===== src/rtl/wb_trace_fifo.sv =====
// wb_trace_fifo
//   Captures the CPU's architectural write events and queues them for a trace
//   consumer. There are two kinds of event: GRF writebacks to a nonzero
//   register, and DM stores. The CPU is never stalled. When the buffer has no
//   room, the event is dropped and counted instead.
//
//   Ports
//     clk, reset               rising-edge clock, synchronous active-high reset
//     grf_we/addr/wdata        register-file write strobe and payload
//     dm_we/addr/wdata         data-memory store strobe and payload
//     pc                       PC of the instruction producing the write(s)
//     trace_valid/ready        show-ahead head entry handshake
//     trace_kind/pc/addr/data  head entry fields; kind 0 = GRF, 1 = DM
//     count                    occupied entries, 0..DEPTH
//     overflow, dropped_cnt    sticky drop flag, saturating drop counter
//
//   Occupancy (derived from count_q, no separate state register)
//     state | meaning
//     EMPTY | count == 0, trace_valid low, head fields forced to 0
//     PART  | 1..DEPTH-1 entries
//     FULL  | count == DEPTH, every new event is dropped
module wb_trace_fifo #(
  parameter int DEPTH  = 16,
  parameter int ADDR_W = 4
) (
  input  logic              clk,
  input  logic              reset,
  input  logic              grf_we,
  input  logic [4:0]        grf_addr,
  input  logic [31:0]       grf_wdata,
  input  logic              dm_we,
  input  logic [31:0]       dm_addr,
  input  logic [31:0]       dm_wdata,
  input  logic [31:0]       pc,
  output logic              trace_valid,
  input  logic              trace_ready,
  output logic              trace_kind,
  output logic [31:0]       trace_pc,
  output logic [31:0]       trace_addr,
  output logic [31:0]       trace_data,
  output logic [ADDR_W:0]   count,
  output logic              overflow,
  output logic [15:0]       dropped_cnt
);

  localparam logic [ADDR_W:0] DEPTH_C = (ADDR_W+1)'(DEPTH);
  localparam logic [ADDR_W:0] ONE_C   = (ADDR_W+1)'(1);
  localparam logic [ADDR_W:0] TWO_C   = (ADDR_W+1)'(2);

  logic              mem_kind [DEPTH];
  logic [31:0]       mem_pc   [DEPTH];
  logic [31:0]       mem_addr [DEPTH];
  logic [31:0]       mem_data [DEPTH];

  logic [ADDR_W-1:0] wr_ptr_q, wr_ptr_d;
  logic [ADDR_W-1:0] rd_ptr_q, rd_ptr_d;
  logic [ADDR_W:0]   count_q, count_d;
  logic              overflow_q, overflow_d;
  logic [15:0]       dropped_q, dropped_d;

  logic              grf_ev, dm_ev, push_grf, push_dm, pop;
  logic [1:0]        n_push, n_drop;
  logic [ADDR_W:0]   free;
  logic [ADDR_W-1:0] dm_slot;
  logic [16:0]       drop_sum;

  always_comb begin
    // Writes to $zero are architecturally invisible and are not events.
    grf_ev   = grf_we && (grf_addr != 5'd0);
    dm_ev    = dm_we;
    // Free space is taken from the count at the start of the cycle. A pop in
    // the same cycle does not free a slot for this cycle's pushes.
    free     = DEPTH_C - count_q;
    push_grf = grf_ev && (free >= ONE_C);
    push_dm  = dm_ev && (free >= (grf_ev ? TWO_C : ONE_C));
    n_push   = {1'b0, push_grf} + {1'b0, push_dm};
    n_drop   = {1'b0, grf_ev && !push_grf} + {1'b0, dm_ev && !push_dm};
    pop      = (count_q != '0) && trace_ready;
    // The DM entry goes in after the GRF entry when both are pushed.
    dm_slot  = wr_ptr_q + ADDR_W'(push_grf);

    wr_ptr_d   = wr_ptr_q + ADDR_W'(n_push);
    rd_ptr_d   = rd_ptr_q + ADDR_W'(pop);
    count_d    = count_q + (ADDR_W+1)'(n_push) - (ADDR_W+1)'(pop);
    overflow_d = overflow_q || (n_drop != 2'd0);
    drop_sum   = {1'b0, dropped_q} + 17'(n_drop);
    dropped_d  = drop_sum[16] ? 16'hFFFF : drop_sum[15:0];
  end

  always_ff @(posedge clk) begin
    if (reset) begin
      wr_ptr_q   <= '0;
      rd_ptr_q   <= '0;
      count_q    <= '0;
      overflow_q <= 1'b0;
      dropped_q  <= '0;
    end else begin
      wr_ptr_q   <= wr_ptr_d;
      rd_ptr_q   <= rd_ptr_d;
      count_q    <= count_d;
      overflow_q <= overflow_d;
      dropped_q  <= dropped_d;
    end
  end

  // Storage is not cleared by reset. The pointers and count define which
  // entries are valid.
  always_ff @(posedge clk) begin
    if (!reset) begin
      if (push_grf) begin
        mem_kind[wr_ptr_q] <= 1'b0;
        mem_pc[wr_ptr_q]   <= pc;
        mem_addr[wr_ptr_q] <= {27'b0, grf_addr};
        mem_data[wr_ptr_q] <= grf_wdata;
      end
      if (push_dm) begin
        mem_kind[dm_slot] <= 1'b1;
        mem_pc[dm_slot]   <= pc;
        mem_addr[dm_slot] <= dm_addr;
        mem_data[dm_slot] <= dm_wdata;
      end
    end
  end

  always_comb begin
    trace_valid = (count_q != '0);
    trace_kind  = trace_valid ? mem_kind[rd_ptr_q] : 1'b0;
    trace_pc    = trace_valid ? mem_pc[rd_ptr_q]   : 32'd0;
    trace_addr  = trace_valid ? mem_addr[rd_ptr_q] : 32'd0;
    trace_data  = trace_valid ? mem_data[rd_ptr_q] : 32'd0;
  end

  assign count       = count_q;
  assign overflow    = overflow_q;
  assign dropped_cnt = dropped_q;

endmodule


===== config.mk =====
export PLATFORM = sky130hd
export DESIGN_NAME = wb_trace_fifo
export DESIGN_NICKNAME = d
export VERILOG_FILES = /design/src/rtl/wb_trace_fifo.sv
export SDC_FILE = /design/constraint.sdc
export NUM_CORES = 2
export LEC_CHECK = 0
export CAP_MARGIN = 20
export CORE_MARGIN = 4
export CORE_UTILIZATION = 40
export CTS_CLUSTER_DIAMETER = 100
export DETAILED_ROUTE_END_ITERATION = 6
export GPL_TIMING_DRIVEN = 1
export SLEW_MARGIN = 20
export SYNTH_ARGS = -nofsm -noshare
export SYNTH_HDL_FRONTEND = slang
export SYNTH_SLANG_ARGS = --single-unit

===== constraint.sdc =====
create_clock -name clk -period 15.05 [get_ports clk]
set_input_delay 4.515 -clock clk [delete_from_list [all_inputs] [get_ports clk]]
set_output_delay 4.515 -clock clk [all_outputs]
set_load 0.03 [all_outputs]

After elaboration in Yosys (flattened, before gate mapping)
Memory sizes are Yosys's and may differ from the RTL's. A register that Yosys moved wholly into a read port is not among the register bits.
Index checks and enable logic that the tools add are counted.

cells by class
  add/sub/neg operators = 9
  reduce and logical (&&, ||, !) cells = 12
  mux-type cells = 16
  $lt $le $gt $ge = 2

operators by type and width
  operator             count
  $mux 32              3
  $add 16x2->17        1
  $mux 16              1
  $mux 4               4
  $reduce_bool 5->1    2
  $add 4x1->4          2
  $mux 1               7
  $logic_and 1x1->1    6
  $add 5x2->5          1
  $ge 5x1->1 const B   1
  $ge 5x2->1           1
  $sub 5x1->5          1
  $sub 5x5->5 const A  1
  $add 1x1->2          2
  $add 4x2->4          1
  $logic_not 1->1      2
  $mux 2               1
  $reduce_bool 2->1    1
  $logic_or 1x1->1     1

storage, ports and cells
  RAM bits = 1552
  memories kept = 4
  bits in registers = 30
  logic and storage cells = 48

memories
  name      words  width  read ports  clocked after Yosys merged registers in  wr ports  RTL line  text
  mem_addr  16     32     1           1                                        2         52        logic [31:0] mem_addr [DEPTH];
  mem_data  16     32     1           1                                        2         53        logic [31:0] mem_data [DEPTH];
  mem_pc    16     32     1           1                                        2         51        logic [31:0] mem_pc [DEPTH];
  mem_kind  16     1      1           1                                        2         50        logic mem_kind [DEPTH];

Depth between registers and ports, before layout
  word-level depth = 10
  gate-level depth with buffers = 20
  mapped depth without buffers = 19

Worst setup path before layout
No wires, ideal clock.

  path type = input-to-reg
  start point = input port grf_addr[4]
  end point = memory mem_addr[11][0], enable pin
  arrival = 13103 ps
  path slack = 1264 ps
  buffers on the path = 2
  stages = 10
  required time = 14367 ps
  cells stage by stage = nor3_2 > a21o_1 > clkbuf_1 > nor2b_1 > ha_1 > ha_1 > nor3b_1 > o21ai_2 > buf_4 > o21ai_0

RTL lines
  what         RTL line  text
  from (decl)  29        input logic [4:0] grf_addr,
  to (decl)    52

==> results.sh <==
export IMPL_status="finished clean"
export IMPL_finalNetCount=4213
export IMPL_crit_type="in -> reg"
export IMPL_avgRoutedWirePerCell_um=29.5
export IMPL_grt_pass1_wl_mm=280
export IMPL_crit_path_end_kind="flip-flop"
export IMPL_fillers=14800
export IMPL_max_freq_mhz=99.7
export IMPL_cts_tree="done"
export IMPL_period_needed_ns=10.03
export IMPL_rsz0062_at_grt="false"
export IMPL_crit_slowest_cell="buf_4"
export IMPL_ys_types=56
export IMPL_wl_mm=192
export IMPL_synth_seq_cells=1582
export IMPL_synth_compound_area_share_pct=0.656
export IMPL_htreeDepth=4
export IMPL_vdd_drop_max_v=0.000113
export IMPL_ctsHoldBuffers=0
export IMPL_setup_slack_ns=5.02
export IMPL_power_frac_seq_pct=40.5
export IMPL_multi_input_area_mm2=0.0223
export IMPL_drv_slew=0
export IMPL_worst_path_largest_cell_delay_ns=0.97
export IMPL_clockBufferDepth=3
export IMPL_power_switching_mw=3.97
export IMPL_cap_violations=0
export IMPL_syn_inst=3888
export IMPL_cts_buffers=170
export IMPL_cp_cell_sequence="clkdlybuf4s50_1, nor3_2, a21o_1, nor2b_1, ha_1, ha_1, nor4_2, buf_4, a21boi_0, nand2_4, nand2_4, buf_4"
export IMPL_syn_avg_cell_area_um2=18.2
export IMPL_vias=36900
export IMPL_combPwrFrac_pct=27.7
export IMPL_dr_pass1_iters=5
export IMPL_synthSimpleGateAreaFrac_pct=4.75
export IMPL_die_area_mm2=0.183
export IMPL_regArea_mm2=0.0471
export IMPL_pwr_share_clk_pct=31.7
export IMPL_root_buffer="clkbuf_16"
export IMPL_async_reset_ff_share_pct=0
export IMPL_p_per_area_mw_per_mm2=162
export IMPL_synth_top_family_by_area="multiplexers"
export IMPL_grtUsageTotal_pct=20.8
export IMPL_start_util_pct=40.4
export IMPL_core_mm2=0.175
export IMPL_rows=153
export IMPL_worstSetupStartpointType="primary input"
export IMPL_drtIter0Drc=3527
export IMPL_skew_ns=0.0456
export IMPL_clock_sinks=1582
export IMPL_hold_viol=0
export IMPL_synth_ff_type="edfxtp_1"
export IMPL_fin_tns_setup_ns=0
export IMPL_place_ws_ns=3.80
export IMPL_power_total_mw=13.1
export IMPL_grt_pass1_vias=38800
export IMPL_portBuffers=257
export IMPL_clk_pin_slew_ns=0.06
export IMPL_syn_area_mm2=0.0706
export IMPL_slew_headroom_pct=23.2
export IMPL_die_h_um=428
export IMPL_whs_ns=0.456
export IMPL_path_max_fanout=56
export IMPL_yosysWarnings=0
export IMPL_syn2layout_area_growth_pct=14.8
export IMPL_drc_errors=0
export IMPL_arrival_ns=10.42
export IMPL_via_per_inst=5.66
export IMPL_period_share_pct=66.6
export IMPL_grt_ovfl_total=0
export IMPL_power_internal_mw=9.12
export IMPL_yosysSeqAreaShare_pct=66.6
export IMPL_synth_xor_area_share_pct=0.211
export IMPL_clock_latency_ns=0.81
export IMPL_top_level_ports=258
export IMPL_setup_viol=0
export IMPL_drive_above_1_share_pct=32.0
export IMPL_gp_congestion=0.787
export IMPL_p_sw_share_pct=30.3
export IMPL_leakage_nw=24.6
export IMPL_holdCritPathClass="reg -> reg"
export IMPL_synthAdderAreaFrac_pct=0.475
export IMPL_hpwl_mm=110
export IMPL_synth_net_count=4051
export IMPL_tightest_slew_ns=1.15
export IMPL_ant_nets=0
export IMPL_cts_resized_gates=0
export IMPL_antenna_found_initial=15
export IMPL_muxShareOfSynthArea_pct=24.9
export IMPL_grt_max_degree=132
export IMPL_die_w_um=428
export IMPL_cts_post_setup_buffers_inserted=0
export IMPL_synth_edf_count=1536
export IMPL_worstPathRequired_ns=15.44
-- synthesized netlist by cell type (all sizes together), types with 2 or more instances --
master	instances	area [um2]
a22o	6	52.6
nand3b	10	75.1
nor3b	3	22.5
nand2b	6	37.5
o21ai	12	63.8
nor3	7	45.0
a21bo	4	40.0
mux2	592	6670
and2	99	619
mux2i	2	20.0
xor2	7	61.3
dfxtp	46	921
mux4	485	10900
a21boi	4	30.0
inv	22	82.6
and3	3	18.8
o2bb2ai	2	17.5
or2	5	31.3
nand3	12	60.1
edfxtp	1536	46100
nand2	145	549
or3	2	12.5
nor2	456	1710
ha	22	275
clkbuf	161	604
buf	163	963
a31oi	2	12.5
fa	3	60.1
a21o	5	37.5
nor4	8	50.1
nor2b	11	68.8
nand4	5	31.3
a21oi	19	98.9
xnor2	10	87.6
o21bai	2	15.0
-- final timing paths --
kind / from / to / slack, ns / depth (start not counted)
setup / recovery: grf_addr[2] / mem_data[12][9]$_DFFE_PP_ / 5.02 / 12
hold / removal: mem_kind[9]$_DFF_P_ / mem_kind[9]$_DFF_P_ / 0.46 / 1
setup reg to reg: count[0]$_SDFF_PP0_ / mem_data[12][9]$_DFFE_PP_ / 7.91 / 17
hold reg to reg: mem_kind[9]$_DFF_P_ / mem_kind[9]$_DFF_P_ / 0.46 / 1
-- critical path: cells and delay by family --
family                   cells  cell delay (ns)
buffers and inverters        3             2.23
AND/OR/NAND/NOR              5             2.15
AO/OA/AOI/OAI                2             0.82
adder cells (fa/ha/maj)      2             0.61
-- cells in the final DEF (no fill, tap or decap), types with 7 or more instances in the layout --
cell / netlist / layout
bufinv_16: 0 / 13
clkinv_1: 0 / 37
dfxtp_1: 46 / 42
mux2_2: 498 / 498
clkbuf_1: 161 / 37
a21oi_1: 18 / 18
and2_1: 99 / 99
clkinv_16: 0 / 9
nand3b_1: 10 / 10
mux4_2: 485 / 485
nor2b_1: 11 / 11
nand3_1: 12 / 7
clkbuf_16: 0 / 171
clkinv_2: 0 / 29
nand2_4: 0 / 19
nor2_1: 456 / 450
nand2_1: 143 / 125
xnor2_1: 10 / 10
buf_4: 39 / 48
edfxtp_1: 1536 / 1536
mux2_1: 94 / 94
xor2_1: 7 / 7
inv_1: 22 / 21
clkdlybuf4s50_1: 0 / 256
ha_1: 22 / 22
buf_12: 0 / 7
-- sequential cells by signal, indices dropped and copies added, names as in the netlist --
signal       cells
dropped_cnt     16
mem_kind        16
rd_ptr_q         4
wr_ptr_q         4
overflow         1
mem_addr       512
mem_data       512
count            5
mem_pc         512
-- logic make-up (layout without fill, tap and decap cells) --
| family | Yosys count | in the layout |
|---|---|---|
| compound gates | 65 | 65 |
| buf+inv | 346 | 648 |
| simple gates | 774 | 774 |
| other cells | 0 | 5 |
| fa+ha+maj | 25 | 25 |
| flops | 1582 | 1582 |
| xor+xnor | 17 | 17 |
| mux | 1079 | 1079 |
-- layer usage --
| layer | global-route usage [%] | share of wire [%] | routed length (um) | vias to the layer above |
|---|---|---|---|---|
| met5 | 0 | 0.0068 | 13 | - |
| met4 | 5.48 | 2.4 | 4580 | 2 |
| met1 | 27.8 | 41 | 78700 | 19800 |
| li1 | - | - | - | 15700 |
| met2 | 36.0 | 52 | 99000 | 1156 |
| met3 | 2.82 | 5.1 | 9830 | 264 |
-- per-stage QoR --
stage	instances	instance area [um2]	utilization (%)
floorplan	3888	70600	-
global placement	6200	75300	43.1
detailed placement	6200	75300	43.1
CTS	6512	80900	46.3
global route	6517	81000	46.4
finish	6520	81000	46.4
-- power by group through the flow --
stage	Clock [mW]	Sequential, mW	Combinational, mW
5_1_grt	4.43	5.33	3.86
4_1_cts	4.23	5.31	3.71
2_1_floorplan	0	5.38	2.37
3_5_place_dp	0	5.40	3.70
3_3_place_gp	0	5.39	3.69
6_report	4.16	5.31	3.63
-- final cells by class --
cell class | instances | share of cell area, %
multi-input combinational | 1960 | 27.5
antenna | 5 | 0.0154
timing repair buffer | 314 | 3.85
inverter | 22 | 0.105
sequential | 1582 | 58.1
clock buffer | 214 | 5.55
tap | 2325 | 3.59
clock inverter | 98 | 1.33
No activity file was read; power rests on OpenSTA's default activity.
